==> src/rtl/runner_pkg.sv <==
// Shared constants for the runner game blocks: FSM encoding, screen limits, field widths.
package runner_pkg;

  localparam int unsigned LIVES_W   = 2;
  localparam int unsigned COORD_W   = 10;
  localparam int unsigned BLOCKS_W  = 16;
  localparam int unsigned INV_W     = 8;
  localparam int unsigned FRAME_W   = 8;
  localparam int unsigned SCORE_W   = 16;
  localparam int unsigned H_VISIBLE = 640;
  localparam int unsigned V_VISIBLE = 480;

  localparam logic [1:0] ST_PLAY   = 2'd0;
  localparam logic [1:0] ST_INVULN = 2'd1;
  localparam logic [1:0] ST_OVER   = 2'd2;

  // True when the pixel lies in the active (non-blanking) area.
  function automatic logic in_visible(input logic [COORD_W-1:0] x,
                                      input logic [COORD_W-1:0] y);
    return (x < COORD_W'(H_VISIBLE)) && (y < COORD_W'(V_VISIBLE));
  endfunction

endpackage

==> src/rtl/frame_hit_accumulator.sv <==
// Collects player/block overlap over one scanned frame; reports it on the frame_end cycle.
module frame_hit_accumulator
  import runner_pkg::*;
(
  input  logic                clk,
  input  logic                rst,
  input  logic [COORD_W-1:0]  x_count,
  input  logic [COORD_W-1:0]  y_count,
  input  logic [BLOCKS_W-1:0] blocks,
  input  logic                player,
  input  logic                frame_end,
  input  logic                clear,
  output logic                frame_hit_c
);

  logic pix_hit_c;
  logic hit_acc;

  assign pix_hit_c = player & (|blocks) & in_visible(x_count, y_count);

  // A hit on the frame_end pixel still belongs to the closing frame.
  assign frame_hit_c = frame_end & (hit_acc | pix_hit_c);

  always_ff @(posedge clk or negedge rst) begin
    if (!rst) begin
      hit_acc <= 1'b0;
    end else if (frame_end || clear) begin
      hit_acc <= 1'b0;
    end else begin
      hit_acc <= hit_acc | pix_hit_c;
    end
  end

endmodule

==> src/rtl/collision_monitor.sv <==
// Player/block collision detection, lives and play/invulnerable/game-over FSM.
// Optional frame-survived score counter built only when COLLISION_SCORE_EN is defined.
module collision_monitor
  import runner_pkg::*;
#(
  parameter int unsigned LIVES         = 3,
  parameter int unsigned INVULN_FRAMES = 60,
  parameter int unsigned FLASH_SHIFT   = 3
) (
  input  logic                clk,
  input  logic                rst,
  input  logic [COORD_W-1:0]  xCount,
  input  logic [COORD_W-1:0]  yCount,
  input  logic [BLOCKS_W-1:0] blocks,
  input  logic                player,
  input  logic                frame_end,
  input  logic                restart,
  output logic                collision,
  output logic [LIVES_W-1:0]  lives,
  output logic                game_over,
  output logic                freeze,
  output logic                hit_flash,
  output logic [SCORE_W-1:0]  score
);

  logic               frame_hit_c;
  logic               acc_clear_c;
  logic [1:0]         state, state_d;
  logic [LIVES_W-1:0] lives_d;
  logic [INV_W-1:0]   inv_cnt, inv_cnt_d;
  logic [FRAME_W-1:0] frame_cnt, frame_cnt_d;
  logic               collision_d;
  logic               game_over_d;
  logic               hit_flash_d;

  frame_hit_accumulator u_acc (
    .clk         (clk),
    .rst         (rst),
    .x_count     (xCount),
    .y_count     (yCount),
    .blocks      (blocks),
    .player      (player),
    .frame_end   (frame_end),
    .clear       (acc_clear_c),
    .frame_hit_c (frame_hit_c)
  );

  // Next-state and registered-output logic.
  always_comb begin
    state_d     = state;
    lives_d     = lives;
    inv_cnt_d   = inv_cnt;
    collision_d = 1'b0;
    acc_clear_c = 1'b0;
    frame_cnt_d = frame_end ? FRAME_W'(frame_cnt + FRAME_W'(1)) : frame_cnt;

    case (state)
      ST_PLAY: begin
        if (frame_hit_c) begin
          collision_d = 1'b1;
          if (lives > LIVES_W'(1)) begin
            lives_d   = LIVES_W'(lives - LIVES_W'(1));
            inv_cnt_d = INV_W'(INVULN_FRAMES);
            state_d   = ST_INVULN;
          end else begin
            lives_d = '0;
            state_d = ST_OVER;
          end
        end
      end
      ST_INVULN: begin
        if (frame_end) begin
          if (inv_cnt <= INV_W'(1)) begin
            inv_cnt_d = '0;
            state_d   = ST_PLAY;
          end else begin
            inv_cnt_d = INV_W'(inv_cnt - INV_W'(1));
          end
        end
      end
      ST_OVER: begin
        if (restart) begin
          state_d     = ST_PLAY;
          lives_d     = LIVES_W'(LIVES);
          acc_clear_c = 1'b1;
        end
      end
      default: state_d = ST_PLAY;
    endcase

    game_over_d = (state_d == ST_OVER);
    hit_flash_d = (state_d == ST_INVULN) & frame_cnt_d[FLASH_SHIFT];
  end

  always_ff @(posedge clk or negedge rst) begin
    if (!rst) begin
      state     <= ST_PLAY;
      lives     <= LIVES_W'(LIVES);
      inv_cnt   <= '0;
      frame_cnt <= '0;
      collision <= 1'b0;
      game_over <= 1'b0;
      freeze    <= 1'b0;
      hit_flash <= 1'b0;
    end else begin
      state     <= state_d;
      lives     <= lives_d;
      inv_cnt   <= inv_cnt_d;
      frame_cnt <= frame_cnt_d;
      collision <= collision_d;
      game_over <= game_over_d;
      freeze    <= game_over_d;
      hit_flash <= hit_flash_d;
    end
  end

`ifdef COLLISION_SCORE_EN
  logic [SCORE_W-1:0] score_d;

  // Frames survived: counts in PLAY/INVULN, holds in OVER, saturates.
  always_comb begin
    score_d = score;
    if (state == ST_OVER) begin
      if (restart) score_d = '0;
    end else if (frame_end && (score != {SCORE_W{1'b1}})) begin
      score_d = SCORE_W'(score + SCORE_W'(1));
    end
  end

  always_ff @(posedge clk or negedge rst) begin
    if (!rst) begin
      score <= '0;
    end else begin
      score <= score_d;
    end
  end
`else
  assign score = '0;
`endif

endmodule
==> config.mk <==
export PLATFORM = sky130hd
export DESIGN_NAME = collision_monitor
export DESIGN_NICKNAME = d
export VERILOG_FILES = /design/src/rtl/runner_pkg.sv /design/src/rtl/frame_hit_accumulator.sv /design/src/rtl/collision_monitor.sv
export SDC_FILE = /design/constraint.sdc
export NUM_CORES = 1
export LEC_CHECK = 0
export BUFFER_PORTS_ARGS = -buffer_cell sky130_fd_sc_hd__buf_2
export CORE_MARGIN = 10
export CORE_UTILIZATION = 34
export DETAILED_ROUTE_END_ITERATION = 8
export PLACE_DENSITY_LB_ADDON = 0.25
export SYNTH_ARGS = -nofsm -noshare
export SYNTH_HDL_FRONTEND = slang
export SYNTH_HIERARCHICAL = 1
export SYNTH_SLANG_ARGS = --single-unit
==> constraint.sdc <==
create_clock -name clk -period 1.7 [get_ports clk]
set_input_delay 0.085 -clock clk [delete_from_list [all_inputs] [get_ports clk]]
set_output_delay 0.085 -clock clk [all_outputs]
set_load 0.05 [all_outputs]
[Word level (Yosys, flattened, before mapping)]
Index checks and enable logic that the tools add are counted.
Word-level totals
  flip-flop bits (word level): 24
  input port bits: 41
  output and inout port bits: 22
  logic and storage cells: 58
Cells by class
  add/sub/neg operators: 3
  order comparisons: 4
  equality and inequality tests: 8
  mux-type cells: 21
  bitwise operators: 5
  reductions and logical operators: 8
Operators by type and width (number)
  $mux W8: 4
  $mux W2: 8
  $pmux W8 S2: 1
  $reduce_or A16 Y1: 1
  $lt A10 B10 Y1 const B: 1
  $lt A10 B9 Y1 const B: 1
  $add A8 B1 Y8 const B: 1
  $le A8 B1 Y1 const B: 1
  $ne A2 B2 Y1 const B: 4
  $sub A8 B1 Y8 const B: 1
  $pmux W2 S3: 1
  $mux W1: 5
  $and A1 B1 Y1: 4
  $eq A2 B1 Y1 const B: 2
  $eq A2 B2 Y1 const B: 2
  $mux W4: 1
  $pmux W2 S2: 1
  $reduce_and A4 Y1: 1
  $reduce_bool A2 Y1: 2
  $reduce_and A3 Y1: 1
  $gt A2 B1 Y1 const B: 1
  $logic_not A2 Y1: 1
  $sub A2 B1 Y2 const B: 1
  $logic_and A1 B1 Y1: 1
  2 further kinds: 2

[Logic depth before layout (Yosys ltp)]
  depth after elaboration: 9
  gate-level depth with buffers: 8
  gate-level depth less buffers: 8

[Hierarchy]
The synthesis kept the hierarchy.
By module, submodules not included
  collision_monitor: instances 1, cells an instance 113, area an instance 1099.8 um2, seq. area each 478.0 um2
  frame_hit_accumulator: instances 1, cells an instance 16, area an instance 116.4 um2, seq. area each 25.0 um2

[Worst setup path before layout]
Ideal clock, no wire load.
  kind: register -> register
  from: reg inv_cnt[6]
  to: reg hit_flash
  arrival: 1.466 ns
  required time: 1.581 ns
  setup slack: 0.115 ns
  cell stages (with the launch flop): 5
  path buffers: 0
  period minus slack after synthesis: 1.585 ns
  cell sequence: dfrtp_1 > or4_4 > o41ai_4 > o211ai_2 > and2_1
On the way
  longest elaborated chain between the ends: 6
Ends and longest elaborated chain
  start: declaration: RTL line collision_monitor.sv:30  | logic [INV_W-1:0] inv_cnt, inv_cnt_d;
  start signal: assignment: RTL line collision_monitor.sv:108  | inv_cnt <= inv_cnt_d;
  $le A8 B1 Y1: RTL line collision_monitor.sv:73  | if (inv_cnt <= INV_W'(1)) begin
  $mux W2: RTL line collision_monitor.sv:73
  $mux W2: RTL line collision_monitor.sv:72  | if (frame_end) begin
  $pmux W2 S3: RTL line collision_monitor.sv:57  | case (state)
  named net state_d[0]: RTL line collision_monitor.sv:28  | logic [1:0] state, state_d;
  $eq A2 B1 Y1: RTL line collision_monitor.sv:92  | hit_flash_d = (state_d == ST_INVULN) & frame_cnt_d[FLASH_SHIFT];
  $and A1 B1 Y1: RTL line collision_monitor.sv:92
  named net hit_flash_d: RTL line collision_monitor.sv:34  | logic hit_flash_d;
  end signal: assignment: RTL line collision_monitor.sv:113  | hit_flash <= hit_flash_d;
  end: declaration: RTL line collision_monitor.sv:22  | output logic hit_flash,
The timed path passes the listed nets, and every way through them passes these cells.
A chain may end at the register's enable or synchronous reset.

[Final worst setup path]
Same ends and word-level chain as after synthesis.

==> impl_results.md <==
- Netlist Area Pre-Place: 0.001216 mm2
- Pre-antenna DRT Iters: 4
- Final hold violation count: 0
- First-pass GRT wire length: 4767 um
- Mux share of post-synthesis cell area: 0.9259%
- Setup crit end kind: flip-flop
- DR vias: 1045
- Startpoint Class: flip-flop
- Die W: 79.81 um
- Share of the yosys chip area belonging to registers: 41.36%
- Top cell type's share of synthesized area: 37.04%
- FP Rows: 21
- Placed insts: 211
- Fin Setup TNS: 0 ps
- Distinct cells, synth: 40
- Period utilization: 98.98%
- Core area: 0.003390 mm2
- Nets: 216
- Skew-Pair Late Insertion Delay: 310 ps
- Setup crit start: inv_cnt[6]
- Most frequent cell after synthesis: dfrtp_1
- Antenna violations before repair: 0
- CTS buffer count: 3
- Post-synthesis compound-gate area fraction: 16.46%
- Via/cell ratio: 4.816
- H-tree levels: 1
- FF-to-FF Start: inv_cnt[6]
- Layout cells sized above 1: 32.16%
- Crit Path Class: flip-flop to flip-flop
- Number of global-route vias before repair: 1089
- PortBufs: 34
- FILL cells: 344
- Total GRT Usage: 9.191%
- Main combinational cell family by area after synthesis: simple AND/OR/NAND/NOR gates
- Status: completed
- Fraction of registers with async set/reset: 100.0%
- Adder-Cell Fraction of Synth Area: 3.086%
- CTS max path bufs: 2
- Starting Density: 35.88%
- Wire length per cell: 13.22 um
- Largest net degree at the start of global routing: 21
- Fin Hold WS: 36.58 ps
- Max_cap viols: 0
- Die area: 0.006369 mm2
- Final setup skew: 6.388 ps
- Max Slew Vio Count: 0
- Worst hold-check path type: input pin to flip-flop
- WP data arrival: 1890 ps
- CTS Root Cell: clkbuf_4
- Final cell count without fillers: 217
- Setup-failing EPs final: 0
- GRT Residual Overflow: 0
- DRC Markers: 0
- IO Count: 63
- ANT cells: 0
- GP Congestion: 0.7605
- Post-DP HPWL: 2352 um
- Yosys reg bits: 20
- Synthesis-to-layout area growth: 21.30%
- Ys flop type: dfrtp_1
- Pwr dens: 1041 mW/mm2
- Pwr Total: 1536 uW
- Number of DRC violations after detailed-routing iteration 0: 76
- Routed Wire Length: 2868 um
- Number of synthesized flops with an enable pin: 0
- Post-synth top cells: dfrtp_1, buf_4, nand2_1, nor2_1, o21ai_0
- Largest cells by area after synthesis: dfrtp_1, buf_4, dfstp_2
- Unrepaired setup endpoints after global routing: yes
- Register Area: 503.0 um2
- Clock sinks: 20
- Synthesized area per cell: 9.428 um2
- Simple-gate share of the synthesized area: 21.81%
- Clk pin slew, worst setup/hold paths: 120 ps
- Antenna viol nets, final: 0
- Leak: 0.0007252 uW
- Hold wc startpoint: yCount[9]
- Design Area, Final: 0.001475 mm2
- Placed cell area: 0.001403 mm2
- Fin crit period: 1683 ps
- Synth warnings: 6
- Post-Synth XOR/XNOR Area: 2.160%
- Cell count after synthesis: 129
- Yosys top cell by area: dfrtp_1
- Chip height: 79.81 um
- Crit Path Max Fanout: 4
- Critical Path RT: 1910 ps
- CTS tree: built
- Peak supply drop: 0.5787 mV
- F_max: 594.3 MHz
- Area occupied by multi-input gates: 603.1 um2
placed cells by master (no fill, tap or decap), types with 2 or more instances in the layout:
cell type  instances
buf_2             34
nor2_1             9
clkbuf_4           3
nor4_1             4
o22a_1             2
a21oi_1            6
o21ai_1            4
nor3_1             2
inv_1              7
ha_1               3
buf_4              7
or3_1              2
conb_1            16
xnor2_1            2
a31oi_1            3
nand2_1           10
o21ai_0            7
nor4_2             2
nand4_1            5
dfrtp_1           18
dfstp_2            2
nor2b_1            2
worst paths after layout:
path	slack, ps	end	cells past startpoint
worst min register to register	470	frame_cnt[3]	1
min in group asynchronous	240	state[1]	2
worst max register to register	20	hit_flash	4
worst max-delay path	20	hit_flash	4
worst min-delay path	40	u_acc/hit_acc	4
max in group asynchronous	1120	lives[0]	2
layout make-up:
class	count	area share, %
Clock buffer	3	1.527
Clock inverter	1	2.036
Inverter	7	1.781
Multi-Input combinational cell	98	40.88
Sequential cell	20	34.10
Tap cell	46	3.902
Timing Repair Buffer	42	15.78
critical path, cell delays in order (launching register included):
cell and delay [ps]:
dfrtp_1 390, or4_4 560, o41ai_4 330, o211ai_2 150, and2_1 160
kinds of logic (layout without fill, tap and decap cells):
kind of cell	Yosys count	in the layout
AND/OR/NAND/NOR	46	46
AO/OA/AOI/OAI	29	29
multiplexers	1	1
buffers and inverters	26	53
flip-flops	20	20
XOR/XNOR	3	3
other	1	16
adder cells (fa/ha/maj)	3	3
what timing repair did:
action                     4_1_cts  5_1_grt
buffers inserted                 0        1
setup endpoints to repair        1        7
resized for setup                0        2
hold buffers                     1        0
pin swaps                        0        1
hold endpoints to repair        18        0
metrics by stage:
stage               utilization, %  worst slack [ps]
floorplan                        -             115.2
global placement             41.38             16.58
detailed placement           41.38             7.190
CTS                          43.23            -3.043
global route                 43.52            -45.58
finish                       43.52             17.41
registers in the layout (all words and copies together) (netlist names):
signal         count
state              2
lives              2
freeze             1
hit_flash          1
u_acc/hit_acc      1
collision          1
inv_cnt            8
frame_cnt          4
power breakdown:
part           switching, uW  internal, uW  leakage, uW  total (uW)
sequential               107           578     0.000233         685
clock                    153           238    0.0000279         392
combinational            286           174     0.000464         460
layer usage:
metal / vias to the layer above / routed length [um] / global-route usage [%]
li1: 512 / - / -
met3: 5 / 326 / 5.518
met5: - / 0 / 0
met1: 485 / 1169 / 9.870
met2: 43 / 1342 / 14.64
met4: 0 / 30 / 3.169
(Power assumes the default switching activity.)
